## config.mk

```make
export PLATFORM = sky130hd
export DESIGN_NAME = spimem_arb2
export DESIGN_NICKNAME = d
export VERILOG_FILES = /design/src/rtl/spimem_arb2.sv
export SDC_FILE = /design/constraint.sdc
export NUM_CORES = 1
export LEC_CHECK = 0
export BUFFER_PORTS_ARGS = -buffer_cell sky130_fd_sc_hd__clkbuf_2
export CAP_MARGIN = 40
export CORE_MARGIN = 2
export CORE_UTILIZATION = 54
export CTS_CLUSTER_SIZE = 28
export DETAILED_ROUTE_END_ITERATION = 7
export PLACE_DENSITY = 0.95
export SLEW_MARGIN = 10
export SYNTH_ARGS = -nofsm -noshare
export SYNTH_HDL_FRONTEND = slang
export SYNTH_SLANG_ARGS = --single-unit
```

## constraint.sdc

```tcl
create_clock -name clk -period 4.1 [get_ports clk]
set_input_delay 0.82 -clock clk [delete_from_list [all_inputs] [get_ports clk]]
set_output_delay 0.82 -clock clk [all_outputs]
set_load 0.005 [all_outputs]
```

## src/rtl/spimem_arb2.sv

```systemverilog
// rtl/spimem_arb2.sv - two-requester round-robin arbiter in front of one QSPI flash MEM port
//
// Purpose:
//   Lets two PicoRV32 packed MEM bus requesters share a single flash peripheral.
//   Only requests whose addr[31:24] equals BASE_ADDR are considered. The winner's
//   request is registered onto the downstream bus, and one registered ready pulse
//   is returned to it. A BUSY-cycle timeout forces a response if the flash never
//   answers.
//
// Packed layouts:
//   fwd (69 bits) = {wdata[31:0], wstrb[3:0], valid, addr[31:0]}
//   ret (33 bits) = {ready, rdata[31:0]}
//
// Ports:
//   clk            in   1   system clock
//   resetn         in   1   asynchronous active-low reset
//   m0_packed_fwd  in   69  requester 0 forward bus
//   m0_packed_ret  out  33  requester 0 return bus (zero except in its RESP cycle)
//   m1_packed_fwd  in   69  requester 1 forward bus
//   m1_packed_ret  out  33  requester 1 return bus (zero except in its RESP cycle)
//   s_packed_fwd   out  69  forward bus to the flash peripheral (zero when not valid)
//   s_packed_ret   in   33  return bus from the flash peripheral
//   busy           out  1   high in BUSY or RESP
//   grant          out  1   index of the current/last winner
//   timeout_count  out  8   saturating count of timed-out accesses

module spimem_arb2 #(
  parameter logic [7:0]  BASE_ADDR    = 8'h00,
  parameter logic [15:0] TIMEOUT      = 16'd4096,
  parameter logic [31:0] TIMEOUT_DATA = 32'hDEADBEEF
) (
  input  logic        clk,
  input  logic        resetn,
  input  logic [68:0] m0_packed_fwd,
  output logic [32:0] m0_packed_ret,
  input  logic [68:0] m1_packed_fwd,
  output logic [32:0] m1_packed_ret,
  output logic [68:0] s_packed_fwd,
  input  logic [32:0] s_packed_ret,
  output logic        busy,
  output logic        grant,
  output logic [7:0]  timeout_count
);

  typedef enum logic [1:0] {
    ST_IDLE = 2'd0,
    ST_BUSY = 2'd1,
    ST_RESP = 2'd2
  } state_t;

  state_t      state_q,  state_d;
  logic        grant_q,  grant_d;
  logic        last_q,   last_d;
  logic [1:0]  served_q, served_d;
  logic [68:0] s_fwd_q,  s_fwd_d;
  logic [32:0] m0_ret_q, m0_ret_d;
  logic [32:0] m1_ret_q, m1_ret_d;
  logic [15:0] timer_q,  timer_d;
  logic [7:0]  tmo_cnt_q, tmo_cnt_d;

  logic        elig0;
  logic        elig1;
  logic        win;
  logic        done;
  logic [32:0] resp;

  // A port served in the previous cycle is masked: a registered master still
  // shows its old valid for one cycle after seeing ready.
  assign elig0 = m0_packed_fwd[32] && (m0_packed_fwd[31:24] == BASE_ADDR) && !served_q[0];
  assign elig1 = m1_packed_fwd[32] && (m1_packed_fwd[31:24] == BASE_ADDR) && !served_q[1];

  always_comb begin
    state_d   = state_q;
    grant_d   = grant_q;
    last_d    = last_q;
    served_d  = 2'b00;
    s_fwd_d   = s_fwd_q;
    m0_ret_d  = m0_ret_q;
    m1_ret_d  = m1_ret_q;
    timer_d   = timer_q;
    tmo_cnt_d = tmo_cnt_q;
    win       = 1'b0;
    done      = 1'b0;
    resp      = 33'd0;

    case (state_q)
      ST_IDLE: begin
        timer_d = 16'd0;
        if (elig0 || elig1) begin
          // Contention goes to the port that did not win last; last_q resets
          // to 1 so requester 0 wins the first contended grant.
          win     = (elig0 && elig1) ? ~last_q : elig1;
          grant_d = win;
          last_d  = win;
          // The winner's valid bit is known to be 1, so the whole packed word
          // is captured as-is and held until the access completes.
          s_fwd_d = win ? m1_packed_fwd : m0_packed_fwd;
          state_d = ST_BUSY;
        end
      end

      ST_BUSY: begin
        timer_d = timer_q + 16'd1;
        // A real ready takes priority over a coincident timeout.
        if (s_packed_ret[32]) begin
          resp = {1'b1, s_packed_ret[31:0]};
          done = 1'b1;
        end else if ((TIMEOUT != 16'd0) && (timer_q == (TIMEOUT - 16'd1))) begin
          resp = {1'b1, TIMEOUT_DATA};
          done = 1'b1;
          if (tmo_cnt_q != 8'hFF) begin
            tmo_cnt_d = tmo_cnt_q + 8'd1;
          end
        end
        if (done) begin
          s_fwd_d = 69'd0;
          state_d = ST_RESP;
          if (grant_q) begin
            m1_ret_d = resp;
          end else begin
            m0_ret_d = resp;
          end
        end
      end

      ST_RESP: begin
        // Response is a single-cycle pulse, issued whether or not the winner
        // still holds valid.
        m0_ret_d = 33'd0;
        m1_ret_d = 33'd0;
        timer_d  = 16'd0;
        served_d = grant_q ? 2'b10 : 2'b01;
        state_d  = ST_IDLE;
      end

      default: begin
        state_d  = ST_IDLE;
        s_fwd_d  = 69'd0;
        m0_ret_d = 33'd0;
        m1_ret_d = 33'd0;
        timer_d  = 16'd0;
      end
    endcase
  end

  always_ff @(posedge clk or negedge resetn) begin
    if (!resetn) begin
      state_q   <= ST_IDLE;
      grant_q   <= 1'b0;
      last_q    <= 1'b1;
      served_q  <= 2'b00;
      s_fwd_q   <= 69'd0;
      m0_ret_q  <= 33'd0;
      m1_ret_q  <= 33'd0;
      timer_q   <= 16'd0;
      tmo_cnt_q <= 8'd0;
    end else begin
      state_q   <= state_d;
      grant_q   <= grant_d;
      last_q    <= last_d;
      served_q  <= served_d;
      s_fwd_q   <= s_fwd_d;
      m0_ret_q  <= m0_ret_d;
      m1_ret_q  <= m1_ret_d;
      timer_q   <= timer_d;
      tmo_cnt_q <= tmo_cnt_d;
    end
  end

  assign m0_packed_ret = m0_ret_q;
  assign m1_packed_ret = m1_ret_q;
  assign s_packed_fwd  = s_fwd_q;
  assign busy          = (state_q != ST_IDLE);
  assign grant         = grant_q;
  assign timeout_count = tmo_cnt_q;

endmodule

```

==> results.py, run 1 <==
metrics = {
    "floorplan": {
        "dieArea_um2": 17500,
        "die-height_um": 132,
        "die_w_um": 132,
        "initial_core_util_pct": 55.6,
        "row_count": 46,
        "coreArea_um2": 16000,
        "ios": 318,
    },
    "global_routing": {
        "grt_pass1_wl_um": 46800,
        "grt_use_total_pct": 32.8,
        "grt_max_degree": 74,
        "antenna_found_initial": 1,
        "grt_overflow_total": 0,
        "grt_pass1_vias": 8970,
    },
    "setup_path": {
        "crit_start": "timer_q[0]",
        "cp.required_ns": 4.46,
        "critical_path_arrival_ns": 3.39,
        "r2r_start": "timer_q[0]",
        "setup.worst_path.start_class": "flip-flop",
        "cp_max_fo": 25,
        "worst-setup-path-type": "flip-flop to flip-flop",
        "cp-end-kind": "flip-flop",
    },
    "routing": {
        "drt_iter0_markers": 1069,
        "via_per_inst": 6.58,
        "vias": 9238,
        "drt_pass1_iterations": 6,
        "drc": 0,
        "wl_um": 29300,
        "detail-route-antenna-nets": 0,
        "routedWlPerCell_um": 20.9,
    },
    "sta": {
        "finalCritPeriodShare_pct": 74.1,
        "max_freq_mhz": 329,
        "hold_viol_final": 0,
        "setup_viol": 0,
        "slew_viol_final": 0,
        "slew_headroom_pct": 39.2,
        "skew_ns": 0.0101,
        "tightest_slew_ns": 0.906,
        "setup_slack_ns": 1.06,
        "tns_ns": 0,
        "grt_setup_unrepaired": "false",
        "layout_min_cycle_time_ns": 3.04,
    },
    "flow_run": {
        "cap_violations": 0,
    },
    "final_layout": {
        "diodes": 0,
        "fillers": 1237,
        "drive_gt1_share_pct": 33.0,
        "area_growth_pct": 26.6,
        "nNetsFinal": 1352,
    },
    "yosys": {
        "synthesis.nets": 1099,
        "syn_avg_cell_area_um2": 9.62,
        "ys_types": 47,
        "yosysWarnings": 0,
        "ys_seq_area_share_pct": 46.5,
        "ys_ff_latch": 165,
        "syn_inst": 924,
        "netlist_area_um2": 8890,
    },
    "clock_network": {
        "cts_hold_buf": 0,
        "numCtsBuffers": 17,
        "root_buffer": "clkbuf_16",
        "cts.clk_slew.worst_paths_ns": 0.07,
        "htreeDepth": 4,
        "clockBufferDepth": 2,
        "postCtsSetupBuffers": 0,
        "cts-resized-gates": 0,
        "cts_tree": "built",
        "cts_sinks": 165,
        "clock_latency_ns": 0.42,
    },
    "place": {
        "hpwl_um": 19200,
        "gp_congestion": 0.881,
        "portBuffers": 317,
        "pre_cts_slack_ns": 0.970,
    },
    "worst_hold_path": {
        "worstHoldPathType": "input port to async pin",
    },
    "power": {
        "ir_worst_vdd_uv": 290,
        "power_mw": 3.85,
        "leakage_nw": 5.47,
        "powerDensity_nw_per_um2": 342,
    },
    "outcome": {
        "status": "finished clean",
    },
}
layout make-up:
type	instances	area, um^2	area share, %
timing repair buffer	342	1830	16.3
sequential	165	4130	36.7
multi-input combinational	633	4320	38.4
inverter	18	67.6	0.600
clock inverter	13	198	1.76
tap	216	270	2.40
clock buffer	18	439	3.90
worst paths after layout:
path | cells after the start | slack, ns | to
worst max-delay path | 5 | 1.06 | m1_packed_ret[15]
worst min-delay path | 1 | 0.24 | m1_packed_ret[0]
worst max register to register | 5 | 1.06 | m1_packed_ret[15]
worst min register to register | 1 | 0.48 | s_packed_fwd[32]
max in group asynchronous | 3 | 2.76 | last_q
min in group clk | 1 | 0.48 | s_packed_fwd[32]
through the flow:
stage / area [um^2] / hold WS [ns] / util, % / cells
2_1_floorplan: 8890 / 0.461 / - / 924
3_3_place_gp: 10600 / 0.464 / 66.0 / 1369
3_5_place_dp: 10600 / 0.466 / 66.4 / 1374
4_1_cts: 11300 / 0.234 / 70.4 / 1405
5_1_grt: 11300 / 0.234 / 70.4 / 1405
6_report: 11300 / 0.244 / 70.4 / 1405
logic make-up (layout without fill, tap and decap cells):
group           after synthesis  after routing  synth area share [%]
compound gates              303            303                  25.2
xor+xnor                     17             17                  1.67
buf+inv                     126            391                  5.56
fa+ha+maj                     2              2                 0.281
simple gates                307            307                  20.3
flops                       165            165                  46.5
mux                           4              4                 0.464
state kept, by name (all words and copies together), names as in the netlist:
name / cells
last_q: 1
m1_packed_ret: 33
state_q: 2
m0_packed_ret: 33
timeout_count: 8
timer_q: 16
s_packed_fwd: 69
grant: 1
served_q: 2
worst max-delay path, stage by stage (launching register included):
cell and delay (ns):
dfrtp_1 0.41, ha_1 0.26, nand3_1 0.23, or4_2 1.07
a21oi_4 0.74, o22a_1 0.27
cells in the mapped netlist, drive strengths merged:
library cell / number / area [um^2]
a21o: 2 / 15.0
mux2i: 3 / 30.0
a2bb2oi: 63 / 552
clkbuf: 100 / 377
o21ba: 1 / 10.0
and4: 3 / 26.3
a32oi: 60 / 526
inv: 18 / 67.6
xor2: 12 / 105
or4: 3 / 22.5
o21a: 21 / 158
a21oi: 10 / 65.1
nand4: 75 / 469
o31ai: 3 / 22.5
a22oi: 3 / 22.5
and3b: 1 / 8.76
a211oi: 13 / 97.6
nand3: 71 / 355
o211ai: 8 / 60.1
and2: 4 / 25.0
nor2: 15 / 56.3
and3: 10 / 62.6
xnor2: 5 / 43.8
nand2: 7 / 26.3
mux2: 1 / 11.3
dfrtp: 164 / 4100
dfstp: 1 / 26.3
nor3b: 1 / 7.51
nor4: 8 / 92.6
a211o: 1 / 8.76
o21ai: 87 / 435
o22a: 21 / 184
a22o: 10 / 87.6
buf: 8 / 50.0
or3: 3 / 18.8
ha: 2 / 25.0
nor3: 21 / 105
nor2b: 7 / 43.8
nand2b: 78 / 488
layer usage:
layer / up-vias / global-route usage [%] / routed length (um)
li1: 4035 / - / -
met1: 4403 / 43.4 / 11300
met2: 672 / 52.1 / 13700
met3: 126 / 6.84 / 2890
met4: 2 / 14.9 / 1410
met5: - / 0 / 15
where the power goes:
group          internal, mW  switching [mW]
logic                 0.177           0.209
registers              1.69          0.0443
clock network          1.04           0.687
total                  2.91           0.940
placed cells by master (no fill, tap or decap), types with 21 or more instances in the layout:
| cell type | instances |
|---|---|
| nand4_1 | 75 |
| o21a_1 | 21 |
| clkbuf_2 | 316 |
| nand2b_1 | 78 |
| a32oi_1 | 60 |
| o22a_1 | 21 |
| a2bb2oi_1 | 63 |
| o21ai_0 | 87 |
| nand3_1 | 70 |
| dfrtp_1 | 163 |
| nor3_1 | 21 |
Note: power is estimated with default switching activity, not from simulation.
==> inputs of run 2 (changes only) <==
--- a/config.mk
+++ b/config.mk
@@ -8,10 +8,10 @@
 export BUFFER_PORTS_ARGS = -buffer_cell sky130_fd_sc_hd__clkbuf_2
 export CAP_MARGIN = 40
 export CORE_MARGIN = 2
-export CORE_UTILIZATION = 54
+export CORE_UTILIZATION = 51
 export CTS_CLUSTER_SIZE = 28
 export DETAILED_ROUTE_END_ITERATION = 7
-export PLACE_DENSITY = 0.95
+export PLACE_DENSITY = 0.94
 export SLEW_MARGIN = 10
 export SYNTH_ARGS = -nofsm -noshare
 export SYNTH_HDL_FRONTEND = slang
==> constraint.sdc (replaced) <==
create_clock -name clk -period 2.95 [get_ports clk]
set_input_delay 0.59 -clock clk [delete_from_list [all_inputs] [get_ports clk]]
set_output_delay 0.59 -clock clk [all_outputs]
set_load 0.005 [all_outputs]
==> results.py, run 2 (synthesis results as in run 1) <==
metrics = {
    "sta": {
        "slew_headroom_pct": 40.6,
        "tightest_slew_ns": 0.885,
        "layout_min_cycle_time_ns": 2.74,
        "grt_setup_unrepaired": "false",
        "slew_viol_final": 0,
        "finalCritPeriodShare_pct": 92.8,
        "skew_ns": 0.0158,
        "hold_viol_final": 0,
        "max_freq_mhz": 365,
        "tns_ns": 0,
        "setup_slack_ns": 0.213,
        "setup_viol": 0,
    },
    "outcome": {
        "status": "finished clean",
    },
    "final_layout": {
        "layout_common_cells": "clkbuf_2, dfrtp_1, o21ai_0, nand2b_1, nand4_1",
        "area_growth_pct": 27.5,
        "largest_register_ffs": 69,
        "seqCellArea_um2": 4130,
        "final_common_cell": "clkbuf_2",
        "drive_gt1_share_pct": 33.7,
        "fillers": 1363,
        "multi_input_area_um2": 4320,
        "nNetsFinal": 1364,
    },
    "setup_path": {
        "crit_path_top_delay_cell": "or4_2",
        "cp.required_ns": 3.22,
        "critPathBufInv": 0,
        "crit_chain": "ha_1 -> nand3_1 -> or4_2 -> a21oi_2 -> o21ai_0",
        "cp_max_fo": 16,
        "slowest_delay_ns": 0.88,
        "critical_path_arrival_ns": 3.00,
        "critPathTopFamily": "simple AND/OR/NAND/NOR gates",
        "worst-setup-path-type": "flip-flop to flip-flop",
        "setup.worst_path.start_class": "flip-flop",
        "cp-end-kind": "flip-flop",
    },
    "clock_network": {
        "postCtsSetupBuffers": 0,
        "cts_hold_buf": 0,
        "numCtsBuffers": 17,
        "cts-resized-gates": 0,
        "cts.clk_slew.worst_paths_ns": 0.08,
        "cts_sinks": 165,
        "htreeDepth": 4,
        "root_buffer": "clkbuf_16",
        "clockBufferDepth": 2,
        "cts_tree": "built",
        "clock_latency_ns": 0.43,
    },
    "place": {
        "pre_cts_slack_ns": 0.291,
        "hpwl_um": 19100,
        "portBuffers": 317,
        "gp_congestion": 0.863,
    },
    "routing": {
        "drt_iter0_markers": 828,
        "detail-route-antenna-nets": 0,
        "drc": 0,
        "vias": 9239,
        "routedWlPerCell_um": 20.1,
        "wl_um": 28600,
        "drt_pass1_iterations": 5,
        "via_per_inst": 6.47,
    },
    "floorplan": {
        "ios": 318,
        "row_count": 48,
        "die_w_um": 136,
        "die-height_um": 136,
        "dieArea_um2": 18500,
        "coreArea_um2": 17200,
        "initial_core_util_pct": 51.8,
    },
    "global_routing": {
        "grt_pass1_wl_um": 44400,
        "grt_pass1_vias": 8670,
        "antenna_found_initial": 1,
        "grt_use_total_pct": 30.1,
        "grt_overflow_total": 0,
        "grt_max_degree": 69,
    },
    "power": {
        "powerDensity_nw_per_um2": 458,
        "ir_worst_vdd_uv": 372,
        "leakage_nw": 5.52,
    },
    "worst_hold_path": {
        "worstHoldPathType": "input port to async pin",
    },
    "flow_run": {
        "cap_violations": 0,
    },
}
run 2: metrics by stage:
| step | hold slack [ns] | std cells | util (%) | instance area [um^2] | total power, mW |
|---|---|---|---|---|---|
| global placement | 0.464 | 1393 | 62.5 | 10700 | 2.97 |
| CTS | 0.178 | 1427 | 66.0 | 11300 | 5.22 |
| finish | 0.153 | 1428 | 66.0 | 11300 | 5.20 |
| floorplan | 0.294 | 924 | - | 8890 | 2.65 |
| global route | 0.193 | 1428 | 66.0 | 11300 | 5.39 |
| detailed placement | 0.468 | 1395 | 62.5 | 10700 | 2.98 |
run 2: final timing paths:
kind / start / to / slack (ns) / cells past startpoint
min in group clk: m0_packed_fwd[4] / s_packed_fwd[4] / 0.40 / 3
hold / removal: resetn / m0_packed_ret[0] / 0.15 / 1
hold reg to reg: s_packed_fwd[32] / s_packed_fwd[32] / 0.49 / 1
max in group asynchronous: resetn / s_packed_fwd[14] / 2.05 / 2
setup / recovery: timer_q[0] / m0_packed_ret[13] / 0.21 / 5
setup reg to reg: timer_q[0] / m0_packed_ret[13] / 0.21 / 5
run 2: final cells by class:
cell class	count	area share [%]
inverters	18	0.596
multi-input cells	633	38.1
well taps	225	2.48
clock inverters	15	1.42
diodes	1	0.0221
flip-flops and latches	165	36.5
clock buffers	17	3.75
repair buffers	354	17.1
run 2: routing by layer:
metal	vias to the layer above	wire [um]	global-route usage [%]
li1	4061	-	-
met4	0	1060	13.6
met3	98	2550	4.85
met1	4481	11300	40.6
met5	-	0	0
met2	599	13700	47.8
run 2: report_power, final:
group | internal (mW) | switching, mW
registers | 2.35 | 0.0635
clock network | 1.21 | 1.04
logic | 0.249 | 0.283
